File: config.mk
export PLATFORM = sky130hd
export DESIGN_NAME = axi_ar_rr_arbiter
export DESIGN_NICKNAME = d
export VERILOG_FILES = /design/src/rtl/axi_ar_rr_arbiter.sv
export SDC_FILE = /design/constraint.sdc
export NUM_CORES = 1
export LEC_CHECK = 0
export CAP_MARGIN = 20
export CELL_PAD_IN_SITES_DETAIL_PLACEMENT = 0
export CELL_PAD_IN_SITES_GLOBAL_PLACEMENT = 1
export CORE_MARGIN = 2
export CORE_UTILIZATION = 20
export CTS_CLUSTER_DIAMETER = 120
export DETAILED_ROUTE_END_ITERATION = 10
export PLACE_DENSITY_LB_ADDON = 0.1
export SYNTH_ARGS = -nofsm -noshare
export SYNTH_HDL_FRONTEND = slang
export SYNTH_SLANG_ARGS = --single-unit
File: constraint.sdc
create_clock -name clk -period 2.3 [get_ports clk]
set_input_delay 0.69 -clock clk [delete_from_list [all_inputs] [get_ports clk]]
set_output_delay 0.69 -clock clk [all_outputs]
set_load 0.01 [all_outputs]
File: src/rtl/axi_ar_rr_arbiter.sv
// Round-robin arbiter that merges NB_MASTER AXI read-address channels into one slave port.
// R beats are routed back to the requesting master using the index bits prepended to the ID.
module axi_ar_rr_arbiter #(
    parameter int NB_MASTER      = 2,
    parameter int AXI_ADDR_WIDTH = 32,
    parameter int AXI_DATA_WIDTH = 64,
    parameter int AXI_ID_WIDTH   = 1,
    parameter int MAX_OUTST      = 4,
    localparam int IDX_W         = $clog2(NB_MASTER),
    localparam int SID_W         = AXI_ID_WIDTH + IDX_W
) (
    input  logic                                     clk,
    input  logic                                     rst_n,
    input  logic [NB_MASTER-1:0]                     m_ar_valid,
    output logic [NB_MASTER-1:0]                     m_ar_ready,
    input  logic [NB_MASTER-1:0][AXI_ADDR_WIDTH-1:0] m_ar_addr,
    input  logic [NB_MASTER-1:0][AXI_ID_WIDTH-1:0]   m_ar_id,
    output logic                                     s_ar_valid,
    input  logic                                     s_ar_ready,
    output logic [AXI_ADDR_WIDTH-1:0]                s_ar_addr,
    output logic [SID_W-1:0]                         s_ar_id,
    input  logic                                     s_r_valid,
    output logic                                     s_r_ready,
    input  logic [AXI_DATA_WIDTH-1:0]                s_r_data,
    input  logic [SID_W-1:0]                         s_r_id,
    input  logic                                     s_r_last,
    output logic [NB_MASTER-1:0]                     m_r_valid,
    input  logic [NB_MASTER-1:0]                     m_r_ready,
    output logic [AXI_DATA_WIDTH-1:0]                m_r_data,
    output logic [AXI_ID_WIDTH-1:0]                  m_r_id,
    output logic                                     m_r_last,
    output logic                                     route_err_o
);

    // state | meaning
    // EMPTY | output buffer holds no AR
    // FULL  | output buffer holds an AR, s_ar_valid asserted
    typedef enum logic {EMPTY = 1'b0, FULL = 1'b1} buf_state_t;

    localparam int CNT_W = $clog2(MAX_OUTST + 1);

    buf_state_t                           state_q, state_d;
    logic [AXI_ADDR_WIDTH-1:0]            addr_q, addr_d;
    logic [SID_W-1:0]                     id_q, id_d;
    logic [IDX_W-1:0]                     rr_ptr_q, rr_ptr_d;
    logic [NB_MASTER-1:0][CNT_W-1:0]      outst_q, outst_d;
    logic                                 route_err_q, route_err_d;

    logic [NB_MASTER-1:0] elig;
    logic [NB_MASTER-1:0] inc_vec;
    logic [NB_MASTER-1:0] dec_vec;
    logic [IDX_W-1:0]     cand;
    logic [IDX_W-1:0]     gnt_idx;
    logic                 gnt_found;
    logic                 can_load;
    logic [IDX_W-1:0]     r_idx;
    logic                 in_range;
    logic                 r_last_hs;

    assign s_ar_valid  = (state_q == FULL);
    assign s_ar_addr   = addr_q;
    assign s_ar_id     = id_q;
    assign route_err_o = route_err_q;

    assign r_idx    = s_r_id[SID_W-1 -: IDX_W];
    assign in_range = (int'(r_idx) < NB_MASTER);
    assign m_r_data = s_r_data;
    assign m_r_id   = s_r_id[AXI_ID_WIDTH-1:0];
    assign m_r_last = s_r_last;

    always_comb begin
        m_r_valid = '0;
        s_r_ready = 1'b1;
        if (in_range) begin
            m_r_valid[r_idx] = s_r_valid;
            s_r_ready        = m_r_ready[r_idx];
        end
    end

    assign r_last_hs   = s_r_valid & s_r_ready & s_r_last;
    assign route_err_d = s_r_valid & ~in_range;

    always_comb begin
        for (int i = 0; i < NB_MASTER; i++) begin
            elig[i] = m_ar_valid[i] && (outst_q[i] < CNT_W'(MAX_OUTST));
        end
    end

    // Search starts one past the last winner so every eligible master gets a turn.
    always_comb begin
        cand      = '0;
        gnt_idx   = '0;
        gnt_found = 1'b0;
        for (int k = 1; k <= NB_MASTER; k++) begin
            cand = IDX_W'((int'(rr_ptr_q) + k) % NB_MASTER);
            if (!gnt_found && elig[cand]) begin
                gnt_found = 1'b1;
                gnt_idx   = cand;
            end
        end
    end

    assign can_load = (state_q == EMPTY) || s_ar_ready;

    always_comb begin
        m_ar_ready = '0;
        state_d    = state_q;
        addr_d     = addr_q;
        id_d       = id_q;
        rr_ptr_d   = rr_ptr_q;
        if (rst_n && can_load && gnt_found) begin
            m_ar_ready[gnt_idx] = 1'b1;
            state_d             = FULL;
            addr_d              = m_ar_addr[gnt_idx];
            id_d                = {gnt_idx, m_ar_id[gnt_idx]};
            rr_ptr_d            = gnt_idx;
        end else if (state_q == FULL && s_ar_ready) begin
            state_d = EMPTY;
        end
    end

    always_comb begin
        outst_d = outst_q;
        for (int i = 0; i < NB_MASTER; i++) begin
            inc_vec[i] = m_ar_valid[i] & m_ar_ready[i];
            dec_vec[i] = r_last_hs & in_range & (r_idx == IDX_W'(i));
            if (inc_vec[i] && !dec_vec[i] && outst_q[i] < CNT_W'(MAX_OUTST)) begin
                outst_d[i] = outst_q[i] + CNT_W'(1);
            end else if (dec_vec[i] && !inc_vec[i] && outst_q[i] != '0) begin
                outst_d[i] = outst_q[i] - CNT_W'(1);
            end
        end
    end

    always_ff @(posedge clk or negedge rst_n) begin
        if (!rst_n) begin
            state_q     <= EMPTY;
            addr_q      <= '0;
            id_q        <= '0;
            rr_ptr_q    <= IDX_W'(NB_MASTER - 1);
            outst_q     <= '0;
            route_err_q <= 1'b0;
        end else begin
            state_q     <= state_d;
            addr_q      <= addr_d;
            id_q        <= id_d;
            rr_ptr_q    <= rr_ptr_d;
            outst_q     <= outst_d;
            route_err_q <= route_err_d;
        end
    end

endmodule
==> run_results.csv, run 1 <==
group,metric,value,unit
worst_setup_path,crit_type,"in -> out",
worst_setup_path,end_kind,"output port",
die,coreArea,12470,um2
die,die_w,116.5,um
timing,tightestPinTransition,577.3,ps
cells_and_area,drive_gt1_frac,0.1709,
worst_setup_path,cp-start-kind,"input port",
cts,ctsRootBufferMaster,"clkbuf_16",
power_and_ir_drop,max-vdd-ir-drop,0.2971,mV
global_routing,antenna_found_initial,1,
cts,cts_buffer_depth,2,
logic_synthesis,avgSynthCellArea,10.34,um2
logic_synthesis,ys_seq_elements,42,
route,via_per_inst,4.178,
timing,period_needed,2257,ps
place,portBuffers,116,
timing,timing.hold.ws,373.1,ps
worst_setup_path,crit_arrival,1570,ps
logic_synthesis,yosysSeqAreaShare,0.4155,
logic_synthesis,yosysWarningCount,0,
place,pre_cts_slack,-535.3,ps
timing,finalHoldViolations,0,
place,dp_hpwl,5115,um
cts,cts_hold_buf,0,
logic_synthesis,synthCells,245,
route,ant_nets,0,
logic_synthesis,synth-edff-count,0,
die,die_y,116.5,um
worst_setup_path,crit_path_cell_trace,"clkdlybuf4s50_1, nor2b_2, clkdlybuf4s15_2",
route,wl,7106,um
worst_setup_path,crit_slowest_cell,"clkdlybuf4s50_1",
cells_and_area,layout.nets,458,
min_path,hold_path.class,"in -> async",
global_routing,grt_pass1_wl,10560,um
logic_synthesis,synth_ff_type,"dfrtp_1",
timing,max_freq,443.1,MHz
route,drt_iter0_markers,252,
route,wl_per_cell,14.53,um
cts,clk_pin_slew,60,ps
logic_synthesis,synth_cell_types,40,
timing,finalSetupViolCount,0,
global_routing,first_global_vias,2024,
timing,timing.final.crit_share,0.9812,
timing,final_max_slew_viol_count,0,
global_routing,gr-total-overflow,0,
logic_synthesis,syn_nets,388,
worst_setup_path,cp_top_family,"buffers and inverters",
timing,relSlewSlack,0.6151,
route,vias,2043,
die,ioPinCount,248,
worst_setup_path,cpPeakStageDelay,480,ps
run_status,outcome,"finished, final reports clean",
power_and_ir_drop,leakagePower,1.639,nW
power_and_ir_drop,p_total,0.003559,W
global_routing,grt_max_degree,42,
die,start_util,0.2032,
logic_synthesis,synth.cell_area,2532,um2
route,drtPass1Iterations,6,
cts,insertion_delay,280,ps
worst_setup_path,crit_buf_inv,2,
power_and_ir_drop,powerDensity,965.6,nW/um2
timing,rsz0062_at_grt,"yes",
flow_run,maxCapViolations,0,
place,gp_congestion,0.6586,
timing,skew,3.590,ps
cts,htreeDepth,2,
timing,setup_slack,43.17,ps
cts,cts_buffers,5,
route,remaining_drc_errors,0,
worst_setup_path,cp.required,1610,ps
timing,tns,0,ps
global_routing,grt_use_total,0.1011,
worst_setup_path,path_max_fanout,3,
die,rows,41,
die,dieArea,13580,um2
logic_synthesis,async_flop_share,1.000,
cts,cts.sinks,42,
cts,cts_tree,"done",
cells_and_area,syn_to_final_growth,45.55,%
kinds of logic after synthesis:
| group | Yosys count | synth area share |
|---|---|---|
| and+or+nand+nor | 24 | 0.05732 |
| AOI/OAI and AO/OA | 55 | 0.1986 |
| adders and majority gates | 2 | 0.01581 |
| buffers and inverters | 116 | 0.2915 |
| other | 1 | 0.001481 |
| muxes | 3 | 0.01285 |
| xor gates and xnor gates | 2 | 0.006918 |
| DFF | 42 | 0.4155 |
cell type report:
type                            instances  area (um2)
Fill cell                            1361        8780
Timing Repair Buffer                  142        1361
Sequential cell                        42        1052
Multi-Input combinational cell         87       765.7
Tap cell                              172       215.2
Clock buffer                            7       142.6
Inverter                               37       141.4
Clock inverter                          1       5.005
Antenna cell                            1       2.502
synthesized netlist by cell type (2+ instances only):
library cell	instances	share of area
nand2_1	4	0.0059
buf_4	68	0.20
fa_1	2	0.016
or3_1	2	0.0049
inv_1	36	0.053
mux2_2	2	0.0089
o211ai_1	2	0.0059
o21ai_0	5	0.0099
xnor2_1	2	0.0069
a222oi_1	33	0.13
nor2_1	5	0.0074
buf_6	5	0.022
buf_2	6	0.012
o22ai_1	2	0.0049
dfrtp_1	41	0.41
a21oi_1	6	0.012
per-stage QoR:
step / instance area, um2 / utilization / cells
finish: 3686 / 0.2957 / 489
global placement: 3505 / 0.2811 / 476
detailed placement: 3505 / 0.2811 / 476
floorplan: 2557 / - / 245
CTS: 3654 / 0.2931 / 485
global route: 3684 / 0.2955 / 488
repair_timing:
action / in CTS / in global routing
gates resized for setup: 25 / 3
pin swaps: 1 / 0
buffers inserted: 1 / 3
endpoints found under the setup margin: 10 / 3
routing by layer:
metal  vias to the layer above  routed length [um]  GRT usage
li1                        941                   -          -
met1                       985                3013     0.1249
met2                        99                3250     0.1609
met3                        18                 735    0.04048
met4                         0                 106    0.03413
met5                         -                   0          0
power breakdown:
| group | switching [W] | total (W) | internal [W] | leakage [nW] |
|---|---|---|---|---|
| combinational | 0.000540 | 0.00151 | 0.000974 | 1.05 |
| clock | 0.000299 | 0.000731 | 0.000431 | 0.0739 |
| sequential | 0.000229 | 0.00131 | 0.00109 | 0.511 |
| total | 0.00107 | 0.00356 | 0.00249 | 1.64 |
path summary, 6_finish.rpt:
| path | start | slack [ps] | depth (start not counted) | to |
|---|---|---|---|---|
| max | s_r_valid | 40 | 3 | m_r_valid[0] |
| min | rst_n | 370 | 2 | s_ar_addr[9] |
| max reg2reg | rr_ptr_q | 280 | 8 | outst_q[4] |
| min reg2reg | rr_ptr_q | 500 | 2 | rr_ptr_q |
| max in group asynchronous | rst_n | 1310 | 2 | s_ar_addr[18] |
| min in group clk | rr_ptr_q | 500 | 2 | rr_ptr_q |
layout by cell type, fill, tap and decap left out, types with 2 or more instances in the layout:
cell / n
nor2_1: 5
buf_4: 24
or3_1: 2
clkdlybuf4s50_1: 105
inv_1: 36
xnor2_1: 2
o211ai_1: 2
o21ai_0: 3
nand2b_4: 2
buf_12: 2
nand2_1: 3
dlygate4sd2_1: 6
dfrtp_1: 41
o21ai_1: 3
a21oi_1: 6
a222oi_1: 33
o22ai_1: 2
buf_2: 3
clkbuf_16: 5
state kept, by name, summed over array words and instances, names as in the netlist:
name / flops
s_ar_valid: 1
rr_ptr_q: 1
s_ar_addr: 32
outst_q: 6
s_ar_id: 2
worst register-to-register path: cells and delay by family, from the launching register on:
family,cells,cell delay [ps]
AOI/OAI and AO/OA,1,60
adders and majority gates,1,440
buffers and inverters,1,130
DFF,1,570
muxes,1,260
and+or+nand+nor,4,430
(Power assumes the default switching activity.)
==> run 2: changes to the inputs <==
- ABC_CLOCK_PERIOD_IN_PS: unset -> 2300
==> results of run 2 <==
The final DEF is identical to that of run 1; final timing and power are the same.
